## src/rtl/freq_pkg.sv

```systemverilog
// Shared constants and helpers for the frequency-counter display path.
package freq_pkg;

    localparam int BCD_W = 4;

    localparam logic [6:0] SEG_0     = 7'h3F;
    localparam logic [6:0] SEG_1     = 7'h06;
    localparam logic [6:0] SEG_2     = 7'h5B;
    localparam logic [6:0] SEG_3     = 7'h4F;
    localparam logic [6:0] SEG_4     = 7'h66;
    localparam logic [6:0] SEG_5     = 7'h6D;
    localparam logic [6:0] SEG_6     = 7'h7D;
    localparam logic [6:0] SEG_7     = 7'h07;
    localparam logic [6:0] SEG_8     = 7'h7F;
    localparam logic [6:0] SEG_9     = 7'h6F;
    localparam logic [6:0] SEG_DASH  = 7'h40;
    localparam logic [6:0] SEG_BLANK = 7'h00;

    // Per-digit dwell in clock cycles, never below one.
    function automatic int calc_div(input int clk_hz, input int refresh_hz, input int num_digits);
        int d;
        d = clk_hz / (refresh_hz * num_digits);
        return (d < 1) ? 1 : d;
    endfunction

endpackage

```

## src/rtl/freq_display_mux_if.sv

```systemverilog
// Digit/strobe inputs and 7-segment pins of the display mux; FREQ_DISP_OVF_EN adds overflow.
interface freq_display_mux_if #(
    parameter int NUM_DIGITS = 4
);
    logic [4*NUM_DIGITS-1:0] digits_in;
    logic                    load;
    logic [6:0]              seg;
    logic [NUM_DIGITS-1:0]   an;
`ifdef FREQ_DISP_OVF_EN
    logic                    overflow;

    modport master (output digits_in, load, overflow, input seg, an);
    modport slave  (input digits_in, load, overflow, output seg, an);
`else
    modport master (output digits_in, load, input seg, an);
    modport slave  (input digits_in, load, output seg, an);
`endif
endinterface

```

## src/rtl/freq_display_mux_bcd_to_7seg.sv

```systemverilog
// Combinational BCD nibble to active-high {g,f,e,d,c,b,a} code; non-BCD shows a dash.
module bcd_to_7seg
    import freq_pkg::*;
(
    input  logic [BCD_W-1:0] nibble,
    input  logic             blank,
    output logic [6:0]       code
);

    always_comb begin
        // NOTE: default first so every path assigns code and no latch is inferred.
        code = SEG_DASH;
        if (blank) begin
            code = SEG_BLANK;
        end else begin
            case (nibble)
                4'd0:    code = SEG_0;
                4'd1:    code = SEG_1;
                4'd2:    code = SEG_2;
                4'd3:    code = SEG_3;
                4'd4:    code = SEG_4;
                4'd5:    code = SEG_5;
                4'd6:    code = SEG_6;
                4'd7:    code = SEG_7;
                4'd8:    code = SEG_8;
                4'd9:    code = SEG_9;
                default: code = SEG_DASH;
            endcase
        end
    end

endmodule

```

## src/rtl/freq_display_mux.sv

```systemverilog
// Captures BCD digits on load and scans them onto a multiplexed 7-segment display.
// Optional overflow-dash feature enabled by defining FREQ_DISP_OVF_EN.
module freq_display_mux
    import freq_pkg::*;
#(
    parameter int NUM_DIGITS = 4,
    parameter int CLK_HZ     = 100000000,
    parameter int REFRESH_HZ = 1000,
    parameter int ACTIVE_LOW = 1
) (
    input  logic             clk,
    input  logic             reset,
    freq_display_mux_if.slave bus
);

    localparam int DIV = calc_div(CLK_HZ, REFRESH_HZ, NUM_DIGITS);
    localparam int PW  = (DIV > 1) ? $clog2(DIV) : 1;
    localparam int IW  = (NUM_DIGITS > 1) ? $clog2(NUM_DIGITS) : 1;
    localparam bit INV = (ACTIVE_LOW != 0);
    localparam logic [6:0]            SEG_OFF = INV ? 7'h7F : 7'h00;
    localparam logic [NUM_DIGITS-1:0] AN_OFF  = INV ? {NUM_DIGITS{1'b1}} : {NUM_DIGITS{1'b0}};

    logic [PW-1:0]               prescaler;
    logic [IW-1:0]               index;
    logic [BCD_W*NUM_DIGITS-1:0] shadow;
    logic                        tick;
    logic [NUM_DIGITS-1:0]       blank_vec;
    logic [NUM_DIGITS-1:0]       an_hot;
    logic [BCD_W-1:0]            nibble;
    logic                        blank;
    logic [6:0]                  code;
    logic [6:0]                  seg_q;
    logic [NUM_DIGITS-1:0]       an_q;

    assign tick = (prescaler == PW'(DIV - 1));

    always_ff @(posedge clk) begin
        // NOTE: non-blocking assignments keep every register sampling pre-edge values.
        if (reset) begin
            prescaler <= '0;
            index     <= '0;
            shadow    <= '0;
        end else begin
            prescaler <= tick ? '0 : prescaler + PW'(1);
            if (tick)
                index <= (index == IW'(NUM_DIGITS - 1)) ? '0 : index + IW'(1);
            if (bus.load)
                shadow <= bus.digits_in;
        end
    end

    // Scan from the top digit down: a digit blanks while nothing above or at it is non-zero.
    always_comb begin
        logic seen;
        seen      = 1'b0;
        blank_vec = '0;
        for (int k = NUM_DIGITS - 1; k >= 0; k--) begin
            seen         = seen | (shadow[k*BCD_W +: BCD_W] != '0);
            blank_vec[k] = !seen && (k != 0);
        end
    end

    always_comb begin
        an_hot        = '0;
        an_hot[index] = 1'b1;
    end

`ifdef FREQ_DISP_OVF_EN
    logic ovf_reg;

    always_ff @(posedge clk) begin
        if (reset)
            ovf_reg <= 1'b0;
        else if (bus.load)
            ovf_reg <= bus.overflow;
    end

    assign nibble = ovf_reg ? 4'hF : shadow[int'(index)*BCD_W +: BCD_W];
    assign blank  = ovf_reg ? 1'b0 : blank_vec[index];
`else
    assign nibble = shadow[int'(index)*BCD_W +: BCD_W];
    assign blank  = blank_vec[index];
`endif

    bcd_to_7seg u_bcd_to_7seg (
        .nibble (nibble),
        .blank  (blank),
        .code   (code)
    );

    always_ff @(posedge clk) begin
        if (reset) begin
            seg_q <= SEG_OFF;
            an_q  <= AN_OFF;
        end else begin
            seg_q <= INV ? ~code : code;
            an_q  <= INV ? ~an_hot : an_hot;
        end
    end

    assign bus.seg = seg_q;
    assign bus.an  = an_q;

endmodule

```

## src/flat_wrapper.sv

```systemverilog
// flat-port wrapper written by rule: the top's interface ports become plain ports
module freq_display_mux_flat import freq_pkg::*;
#(
    parameter int NUM_DIGITS = 4,
    parameter int CLK_HZ     = 100000000,
    parameter int REFRESH_HZ = 1000,
    parameter int ACTIVE_LOW = 1
)
  (clk, reset, bus_digits_in, bus_load, bus_seg, bus_an);
  freq_display_mux_if #(.NUM_DIGITS(NUM_DIGITS)) bus_i ();
  input  logic clk;
  input  logic reset;
  input wire logic [$bits(bus_i.digits_in)-1:0] bus_digits_in;
  input wire logic [$bits(bus_i.load)-1:0] bus_load;
  output wire logic [$bits(bus_i.seg)-1:0] bus_seg;
  output wire logic [$bits(bus_i.an)-1:0] bus_an;
  assign bus_i.digits_in = bus_digits_in;
  assign bus_i.load = bus_load;
  assign bus_seg = bus_i.seg;
  assign bus_an = bus_i.an;
  freq_display_mux #(.NUM_DIGITS(NUM_DIGITS), .CLK_HZ(CLK_HZ), .REFRESH_HZ(REFRESH_HZ), .ACTIVE_LOW(ACTIVE_LOW)) u_core (.clk(clk), .reset(reset), .bus(bus_i));
endmodule
```

## config.mk

```make
export PLATFORM = sky130hd
export DESIGN_NAME = freq_display_mux_flat
export DESIGN_NICKNAME = d
export VERILOG_FILES = /design/src/rtl/freq_pkg.sv /design/src/rtl/freq_display_mux_if.sv /design/src/rtl/freq_display_mux_bcd_to_7seg.sv /design/src/rtl/freq_display_mux.sv /design/src/flat_wrapper.sv
export SDC_FILE = /design/constraint.sdc
export NUM_CORES = 1
export LEC_CHECK = 0
export CORE_AREA = 8 8 59 81
export DETAILED_ROUTE_END_ITERATION = 16
export DIE_AREA = 0 0 67 89
export GPL_TIMING_DRIVEN = 0
export PLACE_DENSITY_LB_ADDON = 0.2
export SYNTH_ARGS = -nofsm -noshare
export SYNTH_HDL_FRONTEND = slang
export SYNTH_HIERARCHICAL = 1
export SYNTH_SLANG_ARGS = --single-unit
```

## constraint.sdc

```tcl
create_clock -name clk -period 4.44 [get_ports clk]
set_input_delay 0.888 -clock clk [delete_from_list [all_inputs] [get_ports clk]]
set_output_delay 0.888 -clock clk [all_outputs]
set_load 0.1 [all_outputs]
```

# After elaboration in Yosys (flattened, before gate mapping)
# Memories as Yosys holds them, arrays and structs flattened.
# Cells that the tools add are included.
# Widths: inputs -> output; s select.
[totals] regBits=44 latchBits=0 mem_bits_rw=0 rom_bits=112 elab_cells=31 memories=1
[memory_table] name="(name not given)" words=16 width=7 read_ports=1 rd_clocked_by_memory_dff=0 write_ports=0 line="freq_display_mux_bcd_to_7seg.sv:16" text="case (nibble)"
[classes] add_sub_neg=2 n_mul=0 n_div=0 n_lt_le_gt_ge=2 n_eq_ne=2 shifts=1 n_mux=6 bitwise_logic=4 reduce_logical=8
[ops] operator="$shiftx 16x5->4" count=1
[ops] operator="$add 15x1->15 const B" count=1
[ops] operator="$eq 15x15->1 const B" count=1
[ops] operator="$reduce_bool 4->1" count=3
[ops] operator="$mux 7" count=1
[ops] operator="$not 7->7" count=1
[ops] operator="$not 4->4" count=1
[ops] operator="$logic_not 1->1" count=3
[ops] operator="$lt 2x3->1 const B" count=1
[ops] operator="$add 2x1->2 const B" count=1
[ops] operator="$bmux 1 s2" count=1
[ops] operator="$demux 1 s2" count=1
[ops] operator="$eq 2x2->1 const B" count=1
[ops] operator="$ge 2x1->1 const B" count=1
[ops] operator="$mux 1" count=2
[ops] operator="$mux 2" count=1
[ops] operator="$or 1x1->1" count=2
[ops] operator="$reduce_or 2->1" count=1
[ops] operator="$logic_and 1x1->1" count=1

# Longest topological paths before layout
[logic_depth] ltp_word=8 depth_mapped=8 depth_no_buf=7

# Modules after synthesis
# The synthesis kept the hierarchy.
[by_module_without_submodules] module="freq_display_mux" n_inst=1 cells_each=175 area_each_um2=1775.5 seq_area_each_um2=880.8
[by_module_without_submodules] module="bcd_to_7seg" n_inst=1 cells_each=34 area_each_um2=210.2 seq_area_each_um2=0.0

# Least setup slack after synthesis
# OpenSTA, ideal clock, no wires.
[synth_path] path_type="input-to-reg" startpoint="input port bus_load" endpoint="register u_core.shadow[5]" arrival_ns=1.950 setup_slack_ns=2.362 stages=4 path_cell_list="clkbuf_1 > clkbuf_1 > mux2i_1 > nor2_1"
[synth_lines] item="start: declaration" line="flat_wrapper.sv:14" text="input wire logic [$bits(bus_i.load)-1:0] bus_load;"
[synth_lines] item="end signal: assignment" line="freq_display_mux.sv:48" text="shadow <= bus.digits_in;"
[synth_lines] item="end: declaration" line="freq_display_mux.sv:25" text="logic [BCD_W*NUM_DIGITS-1:0] shadow;"

# Worst setup path after layout
[layout_path] startpoint="register u_core.seg_q[3], in the netlist u_core/bus.seg[3]" endpoint="output port bus_seg[3]"
[layout_lines] item="start: declaration" line="freq_display_mux.sv:32" text="logic [6:0] seg_q;"
[layout_lines] item="start signal: assignment" line="freq_display_mux.sv:96" text="seg_q <= INV ? ~code : code;"
[layout_lines] item="end: declaration" line="flat_wrapper.sv:15" text="output wire logic [$bits(bus_i.seg)-1:0] bus_seg;"
# No word-level cell between the ends.

==> impl_metrics.ini <==
[setup_path]
crit_path_max_fanout = 1
crit_type = register to output pin
end_kind = output pin
slowest_stage = clkdlybuf4s50_1
worst_ep_arrival_time_ns = 1.74
critPathBufInv = 1
crit_required_ns = 3.55
crit_chain = clkdlybuf4s50_1
cp-start-kind = register
cp_top_family = buffers and inverters
cpPeakStageDelay_ns = 1.13

[timing]
fmax_mhz = 381
worstMarginPinSlew_ns = 0.973
period_minus_slack_ns = 2.63
final.setup.tns_ns = 0
rsz0062_at_grt = false
finalWorstSetupSlack_ns = 1.81
drv_slew = 0
skew_ns = 0.00317
setup_violations = 0
relSlewSlack_pct = 34.9
hold_viol_final = 0
fin_crit_sh_pct = 59.1
hold_ws_ns = 0.464

[grt]
grt_pass1_vias = 1482
grtUsageMet1_pct = 15.6
grt_usage_pct = 13.9
gr-usage-met3_pct = 4.64
grt_pass1_wl_um = 6430
antenna_found_initial = 0
grt_max_degree = 13
grt_use_met2_pct = 22.9
grt_overflow_total = 0
grt.busiest_layer = met2

[place]
place_area_um2 = 2320
hpwl_um = 2730
pre_cts_ws_ns = 2.12
port_buffers = 28
placed_cells = 279
routabilityCongestion = 0.838

[final_layout]
nets = 273
n_fill_cell = 297
finalNonFillerCells = 286
stdcell_area_um2 = 2410
drive_above_1_share_pct = 6.97
area_growth_pct = 21.6
antenna_cells = 0

[routing]
drcViolationCount = 0
first_pass_iters = 4
drt_iter0_markers = 69
wl_per_cell_um = 12.6
vias_per_cell = 5.29
vias = 1512
wl_um = 3610
ant_nets = 0

[clock_network]
hold_buffers = 0
cts_sinks = 44
cts_tree = built
cts-resized-gates = 0
insertion_delay_ns = 0.29
cts_buffers = 5
cts_buffer_depth = 2
cts_htree_levels = 2
clkTransAtPathRegs_ns = 0.07
post_cts_buffers = 0
root_buffer = clkbuf_8

[yosys]
syn_inst = 209
synth_area_leaders = dfxtp_1 44%, mux2i_1 8.6%, nor2_1 7.6%, ha_1 6.3%, mux4_2 4.5%
async_reset_ff_share_pct = 0
ys_warn_count = 6
synth_seq_cells = 44
synth_top_area_share_pct = 44.4
synth_top_cell_by_area = dfxtp_1
synth_most_common_cell = dfxtp_1
synth_edf_count = 0
syn-cell-area_um2 = 1990
ys.flop_type = dfxtp_1
yosysSeqAreaShare_pct = 44.4
yosys.cell_types.count = 31
syn-num-nets = 238
ys_top_cells_by_count = 44 x dfxtp_1, 40 x nor2_1, 17 x mux2i_1, 14 x nand2b_1, 10 x ha_1
synth.avg_cell_area_um2 = 9.50

[power]
p_per_area_nw_per_um2 = 340
power_leakage_nw = 0.951
vdd_drop_max_mv = 0.288

[run_status]
status = finished clean

[floorplanning]
start_util_pct = 55.5
row_count = 26
die_h_um = 89
core_area_um2 = 3580
ios = 30
die_x_um = 67
die_area_um2 = 5960

[job]
drv_cap = 0

[min_path]
hp-class = register to register
==> cells by family after synthesis <==
family                   Yosys count  share of synthesized area [%]
multiplexers                      21                           13.1
adder cells (fa/ha/maj)           10                           6.30
flip-flops                        44                           44.4
XOR/XNOR                          13                           5.73
buffers and inverters             21                           4.16
AO/OA/AOI/OAI                     13                           4.35
AND/OR/NAND/NOR                   87                           22.0
==> stage by stage <==
step                      power (W)  util [%]
after global placement     0.000565      64.8
after global routing       0.000863      67.5
final                      0.000821      67.5
after CTS                  0.000832      67.5
after floorplan            0.000527         -
after detailed placement   0.000567      64.8
==> where the power goes <==
group / switching (W) / internal, W
clock network: 0.000125 / 0.000138
registers: 0.00000911 / 0.000412
logic: 0.0000852 / 0.0000510
==> flip-flops by register name (all words and copies together) (netlist names) <==
signal            cells
u_core/shadow        16
u_core/bus.an         4
u_core/bus.seg        7
u_core/prescaler     15
u_core/index          2
==> per-layer routing <==
| metal | part of all wire [%] | wire, um | vias to the layer above |
|---|---|---|---|
| met3 | 6.2 | 223 | 8 |
| met1 | 43 | 1570 | 688 |
| met2 | 48 | 1740 | 39 |
| li1 | - | - | 777 |
| met4 | 2.0 | 74 | 0 |
| met5 | 0 | 0 | - |
==> cell usage in the layout (no fill, tap or decap) <==
master	instances
dfxtp_1	44
nor2_1	40
clkdlybuf4s50_1	28
mux2i_1	17
nand2b_1	14
ha_1	10
inv_1	9
clkbuf_1	8
xnor2_1	8
clkbuf_8	7
nand4_1	6
nor3_1	5
nand3_1	5
nand2_1	5
xor2_1	5
mux4_2	4
a21oi_1	4
buf_2	3
nor4_1	3
or4_1	2
or4b_1	2
and3_1	2
o21a_1	2
o31ai_1	2
a31oi_1	1
or4_4	1
and4_1	1
or3_1	1
a21oi_2	1
inv_2	1
a22oi_1	1
a311oi_1	1
o21ai_0	1
==> worst paths after layout <==
path	cells after the start	slack, ns	startpoint	endpoint
hold reg to reg	1	0.46	u_core/prescaler[0]	u_core/prescaler[0]
setup reg to reg	7	2.36	u_core/index[0]	u_core/bus.seg[5]
setup / recovery	1	1.81	u_core/bus.seg[3]	bus_seg[3]
hold / removal	1	0.46	u_core/prescaler[0]	u_core/prescaler[0]
==> cell type report <==
cell class                 instances  area (um2)  share of cell area [%]
sequential                        44         881                    36.5
inverter                          10        37.5                    1.55
buffer                            11        45.0                    1.87
multi-input combinational        144        1020                    42.3
timing repair buffer              28         280                    11.6
clock buffer                       7        96.3                    3.99
tap                               42        52.6                    2.18
(Power assumes the default switching activity.)
